**src/rtl/pc_stack.sv**
```systemverilog
`default_nettype none
// ============================================================================
//  Module   : pc_stack
//  Brief    : Program counter with clock-enable, absolute jump, and
//             call/return through an internal LIFO return-address stack.
//             Drives the ROM address bus from the instruction decoder strobes.
//  Revision : 1.0 - initial release
// ============================================================================
module pc_stack #(
    parameter int               WIDTH     = 4,
    parameter int               DEPTH     = 4,
    parameter logic [WIDTH-1:0] RESET_VEC = '0
) (
    input  logic                       clk,
    input  logic                       reset,
    input  logic                       en,
    input  logic                       load,
    input  logic                       call,
    input  logic                       ret,
    input  logic [WIDTH-1:0]           data_in,
    output logic [WIDTH-1:0]           q,
    output logic [$clog2(DEPTH+1)-1:0] depth,
    output logic                       full,
    output logic                       empty,
    output logic                       overflow,
    output logic                       underflow
);

    // Depth counter must represent 0..DEPTH; stack index only 0..DEPTH-1.
    localparam int DW = $clog2(DEPTH + 1);
    localparam int AW = (DEPTH > 1) ? $clog2(DEPTH) : 1;
    localparam logic [DW-1:0] C_DEPTH = DW'(DEPTH);

    logic [WIDTH-1:0] q_q, q_d;
    logic [DW-1:0]    depth_q, depth_d;
    logic             ovf_q, ovf_d;
    logic             unf_q, unf_d;
    logic             push_en;

    logic [WIDTH-1:0] stack_q [DEPTH];

    logic [WIDTH-1:0] w_inc;
    logic [DW-1:0]    w_depth_m1;
    logic [AW-1:0]    w_push_idx;
    logic [AW-1:0]    w_pop_idx;
    logic             w_full;
    logic             w_empty;

    // The pushed return address and the plain increment share the same
    // modulo-2**WIDTH adder.
    assign w_inc      = q_q + 1'b1;
    assign w_depth_m1 = depth_q - 1'b1;
    assign w_push_idx = depth_q[AW-1:0];
    assign w_pop_idx  = w_depth_m1[AW-1:0];
    assign w_full     = (depth_q == C_DEPTH);
    assign w_empty    = (depth_q == '0);

    // Next-state selection: one operation per enabled cycle, ret > call > load > inc.
    always_comb begin
        q_d     = q_q;
        depth_d = depth_q;
        ovf_d   = ovf_q;
        unf_d   = unf_q;
        push_en = 1'b0;
        if (en) begin
            if (ret) begin
                if (!w_empty) begin
                    q_d     = stack_q[w_pop_idx];
                    depth_d = w_depth_m1;
                end else begin
                    // Popping an empty stack falls through to a normal advance.
                    q_d   = w_inc;
                    unf_d = 1'b1;
                end
            end else if (call) begin
                q_d = data_in;
                if (!w_full) begin
                    push_en = 1'b1;
                    depth_d = depth_q + 1'b1;
                end else begin
                    // Jump still happens; only the return address is lost.
                    ovf_d = 1'b1;
                end
            end else if (load) begin
                q_d = data_in;
            end else begin
                q_d = w_inc;
            end
        end
    end

    // PC, depth and sticky error flags; reset wins over any strobe on the same edge.
    always_ff @(posedge clk) begin
        if (!reset) begin
            q_q     <= RESET_VEC;
            depth_q <= '0;
            ovf_q   <= 1'b0;
            unf_q   <= 1'b0;
        end else begin
            q_q     <= q_d;
            depth_q <= depth_d;
            ovf_q   <= ovf_d;
            unf_q   <= unf_d;
        end
    end

    // Return-address storage; contents are don't-care after reset, so no reset here.
    always_ff @(posedge clk) begin
        if (reset && push_en) begin
            stack_q[w_push_idx] <= w_inc;
        end
    end

    assign q         = q_q;
    assign depth     = depth_q;
    assign full      = w_full;
    assign empty     = w_empty;
    assign overflow  = ovf_q;
    assign underflow = unf_q;

endmodule
`default_nettype wire

```
**config.mk**
```make
export PLATFORM = sky130hd
export DESIGN_NAME = pc_stack
export DESIGN_NICKNAME = d
export VERILOG_FILES = /design/src/rtl/pc_stack.sv
export SDC_FILE = /design/constraint.sdc
export NUM_CORES = 1
export LEC_CHECK = 0
export CAP_MARGIN = 20
export CORE_ASPECT_RATIO = 1.5
export CORE_MARGIN = 3
export CORE_UTILIZATION = 50
export CTS_CLUSTER_DIAMETER = 40
export DETAILED_ROUTE_END_ITERATION = 10
export PLACE_DENSITY = 0.81
export RECOVER_POWER = 100
export SETUP_SLACK_MARGIN = 0.15
export SLEW_MARGIN = 20
export SYNTH_ARGS = -nofsm -noshare
export SYNTH_HDL_FRONTEND = slang
export SYNTH_SLANG_ARGS = --single-unit
```
**constraint.sdc**
```tcl
create_clock -name clk -period 2.57 [get_ports clk]
set_input_delay 0.514 -clock clk [delete_from_list [all_inputs] [get_ports clk]]
set_output_delay 0.514 -clock clk [all_outputs]
set_load 0.1 [all_outputs]
```
==> metrics.md, run 1 <==
| Metric | Value |
|---|---|
| Vias | 788 |
| Clock transition at path regs | 0.14 ns |
| Yosys reg bits | 25 |
| Unrepaired setup endpoints after global routing | no |
| Worst Path Arrival | 1.70 ns |
| Crit-path cells | inv_1, ha_4, nor2b_2, clkbuf_2 |
| Via-to-Cell Ratio | 5.84 |
| Tcrit/Tclk final | 86.2% |
| Final-report setup violation count | 0 |
| Seq/Total Area, Yosys | 55.1% |
| Detailed Routing Iterations Pass 1 | 4 |
| Core ar. | 0.00226 mm2 |
| Drc violations | 0 |
| Crit path buf inv count | 2 |
| Post-synth cell types | 30 |
| Dominant cell type by area after synthesis | edfxtp_1 |
| CP max-delay cell | clkbuf_2 |
| Clock Latency Late Sink | 0.33 ns |
| Clk sink count | 25 |
| Slew Viols, Final | 0 |
| Fin nets | 129 |
| GRT Residual Overflow | 0 |
| Vias in the first global route | 854 |
| Synth warn | 0 |
| Power Dens Cells | 736 mW/mm2 |
| Area growth from synthesis to layout | 14.6% |
| Post-CTS Hold Buffers | 0 |
| Filler cell count | 204 |
| Post-DR wirelength/cell | 18.8 um |
| Diode count | 0 |
| DR iter-0 viols | 29 |
| Max transition margin | 21.3% |
| Clk root buf | clkbuf_4 |
| Htree depth | 1 |
| Leak | 0.000480 uW |
| Mapped cell area | 0.00120 mm2 |
| CTS buffer count | 3 |
| Die W | 46.0 um |
| Synth Net Count | 105 |
| Rows | 21 |
| First-pass GRT wire length | 3890 um |
| Slowest cell delay on critical path | 0.47 ns |
| Initial Util | 53.0% |
| Setup bufs post-CTS | 0 |
| Worst setup EP type | output port |
| Fin crit period | 2.22 ns |
| Number of buffers added on ports | 20 |
| Data required, critical path | 2.06 ns |
| CP max FO | 9 |
| Largest net degree at the start of global routing | 15 |
| Die H | 66.0 um |
| Max Cap Viol | 0 |
| Die Area | 0.00303 mm2 |
| Critical setup path kind | reg2out |
| Ports | 21 |
| Routed WL | 2530 um |
| Outcome | finished clean |
| Post-DP HPWL | 2000 um |
| Hold Fails Final Rpt | 0 |
| Max clock buf depth | 2 |
| Fmax | 451 MHz |
| Layout Skew | 0.0162 ns |
| Least-Margin Pin Slew | 1.19 ns |
| TNS Setup | 0 ns |
| Worst hold path type | reg2reg |
| Post-synthesis average cell area | 13.5 um2 |
| DRT antenna net count | 0 |
| Final RePlAce weighted congestion | 0.790 |
| Worst vdd ir | 0.424 mV |
| Total power | 1010 uW |
| Post_cts resized | 0 |
| Initial antenna violation count | 0 |
| Worst path top cell family by delay | buffers and inverters |
| Synth top area share | 40.1% |
| Top post-synthesis cells by area | edfxtp_1 40%, dfxtp_1 15%, ha_1 6.3%, mux4_1 4.4%, mux4_2 3.8% |
| Crit start category | register |
| Layout cells sized above 1 | 15.2% |
| Total GRT Usage | 18.7% |
| CTS tree | done |
| Synthesized instance count | 89 |
synth_stat cells:
cell and instances:
a211oi_2 1, o21ai_1 1, xnor2_1 4, ha_1 6, nor2b_1 1, xor2_1 2, nand3_1 1, o21a_1 1
and2_1 4, buf_6 2, nand4b_1 1, nor3_1 1, a22oi_2 1, mux2i_1 1, inv_1 6, dfxtp_1 9
nand2b_4 1, a222oi_1 2, nor4_1 1, clkinv_1 1, edfxtp_1 16, nand2_1 5, o31ai_4 1, mux4_1 2
nor2_1 6, mux4_2 2, a211oi_1 1, a21oi_1 5, a21oi_2 1, a22oi_1 3
routing by layer:
layer	track usage, %	routed length, um
met5	0	0
met2	31.9	1410
met4	12.1	78
met1	20.0	956
met3	3.27	90
path summary, 6_finish.rpt:
path                          from                       to  slack (ns)  cells past startpoint
max          depth[0]$_SDFFE_PN0P_                    empty        0.35                      4
min          overflow$_SDFFE_PN0P_    overflow$_SDFFE_PN0P_        0.49                      1
max reg2reg  depth[0]$_SDFFE_PN0P_  stack_q[2][2]$_DFFE_PP_        0.51                      6
min reg2reg  overflow$_SDFFE_PN0P_    overflow$_SDFFE_PN0P_        0.49                      1
worst register-to-register path: stages (launching register included):
cell	delay (ns)
dfxtp_4	0.44
inv_1	0.12
ha_4	0.20
nand2_2	0.10
clkinvlp_4	0.10
nor4_1	0.43
and2_0	0.36
state kept, by name, indices dropped and copies added, names as in the netlist:
name	cells
depth	3
stack_q	16
overflow	1
underflow	1
q	4
cell type report:
cell class	instances	area (um2)	area share (%)
Multi-Input combinational cell	55	477	34.7
Sequential cell	25	668	48.6
Clock buffer	3	22.5	1.64
Inverter	7	30.0	2.19
Timing Repair Buffer	21	143	10.4
Clock inverter	1	5.00	0.364
Tap cell	23	28.8	2.09
cells in the final DEF (no fill, tap or decap), types with 2 or more instances in the layout:
cell type | netlist | routed
xnor2_1 | 4 | 4
dlygate4sd3_1 | 0 | 2
nand2_1 | 5 | 4
clkbuf_4 | 0 | 3
clkbuf_2 | 0 | 3
xor2_1 | 2 | 2
a21oi_1 | 5 | 6
and2_0 | 0 | 4
a222oi_1 | 2 | 2
mux4_1 | 2 | 2
nor2_1 | 6 | 6
dfxtp_4 | 0 | 2
inv_1 | 6 | 5
clkdlybuf4s50_1 | 0 | 7
mux4_2 | 2 | 2
a211oi_1 | 1 | 2
dfxtp_1 | 9 | 7
a22oi_1 | 3 | 3
edfxtp_1 | 16 | 16
ha_1 | 6 | 5
clkbuf_1 | 0 | 8
stage by stage:
stage	instances	area (um2)	hold WS [ns]	util (%)	setup WS (ns)
after detailed placement	131	1440	0.459	63.7	0.425
after global placement	131	1440	0.438	63.7	0.462
final	135	1370	0.488	60.8	0.354
after global routing	135	1370	0.516	60.8	0.284
after floorplan	89	1250	0.632	-	0.165
after CTS	135	1470	0.491	64.9	0.470
logic make-up (layout without fill, tap and decap cells):
kind of cell	Yosys count	count (layout)	share of synthesized area (%)
multiplexers	5	5	8.98
AND/OR/NAND/NOR	21	21	9.29
adder cells (fa/ha/maj)	6	6	6.26
buffers and inverters	9	32	4.07
AO/OA/AOI/OAI	17	17	11.9
XOR/XNOR	6	6	4.38
flip-flops	25	25	55.1
power by group:
part	total (uW)	switching [uW]	leakage (uW)	internal (uW)
Combinational	352	253	0.000242	98.7
Clock	179	121	0.0000177	58.4
Sequential	480	25.4	0.000220	455
Total	1010	399	0.000480	612
Note: power is estimated with default switching activity, not from simulation.
==> run 2: changes to the inputs <==
--- a/config.mk
+++ b/config.mk
@@ -6,11 +6,11 @@
 export NUM_CORES = 1
 export LEC_CHECK = 0
 export CAP_MARGIN = 20
-export CORE_ASPECT_RATIO = 1.5
 export CORE_MARGIN = 3
 export CORE_UTILIZATION = 50
 export CTS_CLUSTER_DIAMETER = 40
 export DETAILED_ROUTE_END_ITERATION = 10
+export HOLD_SLACK_MARGIN = 0.12
 export PLACE_DENSITY = 0.81
 export RECOVER_POWER = 100
 export SETUP_SLACK_MARGIN = 0.15
==> constraint.sdc (replaced) <==
create_clock -name clk -period 2.5 [get_ports clk]
set_input_delay 0.5 -clock clk [delete_from_list [all_inputs] [get_ports clk]]
set_output_delay 0.5 -clock clk [all_outputs]
set_load 0.1 [all_outputs]
==> metrics.md, run 2 (synthesis results as in run 1) <==
| Metric | Value |
|---|---|
| Die H | 55.0 um |
| Final core occ | 63.1% |
| Clk sink count | 25 |
| Layout Skew | 0.00307 ns |
| Final-report setup violation count | 0 |
| DR iter-0 viols | 12 |
| First-pass GRT wire length | 3730 um |
| Least-Margin Pin Slew | 1.17 ns |
| Detailed Routing Iterations Pass 1 | 4 |
| Post-DP HPWL | 1820 um |
| Crit start category | input port |
| Data required, critical path | 2.51 ns |
| Final setup margin | 0.285 ns |
| Number of buffers added on ports | 20 |
| Post-place instance area | 0.00147 mm2 |
| CP max-delay cell | dlygate4sd3_1 |
| Vias | 772 |
| Via-to-Cell Ratio | 5.48 |
| Diode count | 0 |
| Biggest register | stack_q |
| Ports | 21 |
| Hold Startpoint | underflow$_SDFFE_PN0P_ |
| Clock transition at path regs | 0.13 ns |
| Worst setup EP type | register |
| Leak | 0.000496 uW |
| Die W | 55.0 um |
| Outcome | finished clean |
| Rows | 17 |
| CTS tree | done |
| Post_cts resized | 0 |
| Filler cell count | 187 |
| TNS Setup | 0 ns |
| CTS buffer count | 3 |
| Initial antenna violation count | 0 |
| Most frequent cells in the layout | 16 x edfxtp_1, 8 x clkbuf_1, 8 x clkdlybuf4s50_1 |
| Unrepaired setup endpoints after global routing | no |
| Worst hold path type | reg2reg |
| Critical setup path kind | in2reg |
| Commonest non-fill, non-tap cell in the layout | edfxtp_1 |
| Die Area | 0.00302 mm2 |
| Clk root buf | clkbuf_4 |
| Area growth from synthesis to layout | 17.5% |
| Drc violations | 0 |
| Max Cap Viol | 0 |
| Slowest cell delay on critical path | 0.68 ns |
| Final RePlAce weighted congestion | 0.754 |
| CP max FO | 9 |
| Max clock buf depth | 2 |
| Htree depth | 1 |
| Crit-path cells | dlygate4sd3_1, nor4_1, and2_0 |
| Final instance area | 0.00141 mm2 |
| CP startpoint | ret |
| GRT Residual Overflow | 0 |
| Fin crit period | 2.21 ns |
| Fin nets | 130 |
| Max transition margin | 22.5% |
| Routed WL | 2380 um |
| Largest net degree at the start of global routing | 14 |
| Slew Viols, Final | 0 |
| Tcrit/Tclk final | 88.6% |
| Setup bufs post-CTS | 0 |
| Layout cells sized above 1 | 16.8% |
| Power Dens Cells | 745 mW/mm2 |
| Core ar. | 0.00223 mm2 |
| DRT antenna net count | 0 |
| Fmax | 451 MHz |
| Total GRT Usage | 18.1% |
| Post-CTS Hold Buffers | 0 |
| Post-DR wirelength/cell | 16.9 um |
| Clock Latency Late Sink | 0.31 ns |
| Worst Path Arrival | 2.22 ns |
| Initial Util | 53.7% |
| Hold Fails Final Rpt | 0 |
| R2R Path Start | depth[0]$_SDFFE_PN0P_ |
| Dpl ws | 0.344 ns |
| Vias in the first global route | 764 |
| Max FFs per register | 16 |
| Worst vdd ir | 0.453 mV |
-- run 2: changes by cell type in the layout (fill, tap and decap cells not counted), sizes merged --
| cell | change |
|---|---|
| clkbuf | -1 |
| clkinv | -1 |
| clkdlybuf4s50 | +1 |
| buf | +3 |
| dlygate4sd3 | -1 |
-- run 2: worst paths after layout --
| kind | to | slack [ns] | depth (start not counted) |
|---|---|---|---|
| worst max-delay path | stack_q[3][0]$_DFFE_PP_ | 0.29 | 3 |
| worst min-delay path | underflow$_SDFFE_PN0P_ | 0.46 | 2 |
| worst max register to register | stack_q[3][0]$_DFFE_PP_ | 0.40 | 6 |
| worst min register to register | underflow$_SDFFE_PN0P_ | 0.46 | 2 |
-- run 2: power by group --
| part | leakage (uW) | internal [uW] | switching (uW) |
|---|---|---|---|
| sequential | 0.000220 | 467 | 26.8 |
| clock | 0.0000150 | 62.3 | 111 |
| combinational | 0.000261 | 119 | 263 |
-- run 2: layer usage --
layer,GRT usage [%],vias to the layer above,wire length (um)
met4,6.07,0,24
met2,30.1,16,1190
met1,24.4,372,1090
li1,-,380,-
met5,0,-,0
met3,2.41,4,77
-- run 2: stage by stage --
step                std cells  total power, uW  hold WS, ns
global route              141             1100        0.512
global placement          137              912        0.442
detailed placement        137              916        0.447
CTS                       141             1090        0.466
finish                    141             1050        0.464
floorplan                  89              816        0.618
-- run 2: area by class of cell --
cell class,count,area [um2],share of cell area [%]
timing repair buffer,22,165,11.7
clock buffer,4,26.3,1.87
inverter,7,30.0,2.13
multi-input combinational,55,484,34.4
tap,28,35.0,2.49
sequential,25,668,47.4
-- run 2: critical path: cells and delay by family --
kind | cells | cell delay (ns)
and+or+nand+nor | 2 | 1.04
buffers and inverters | 1 | 0.68
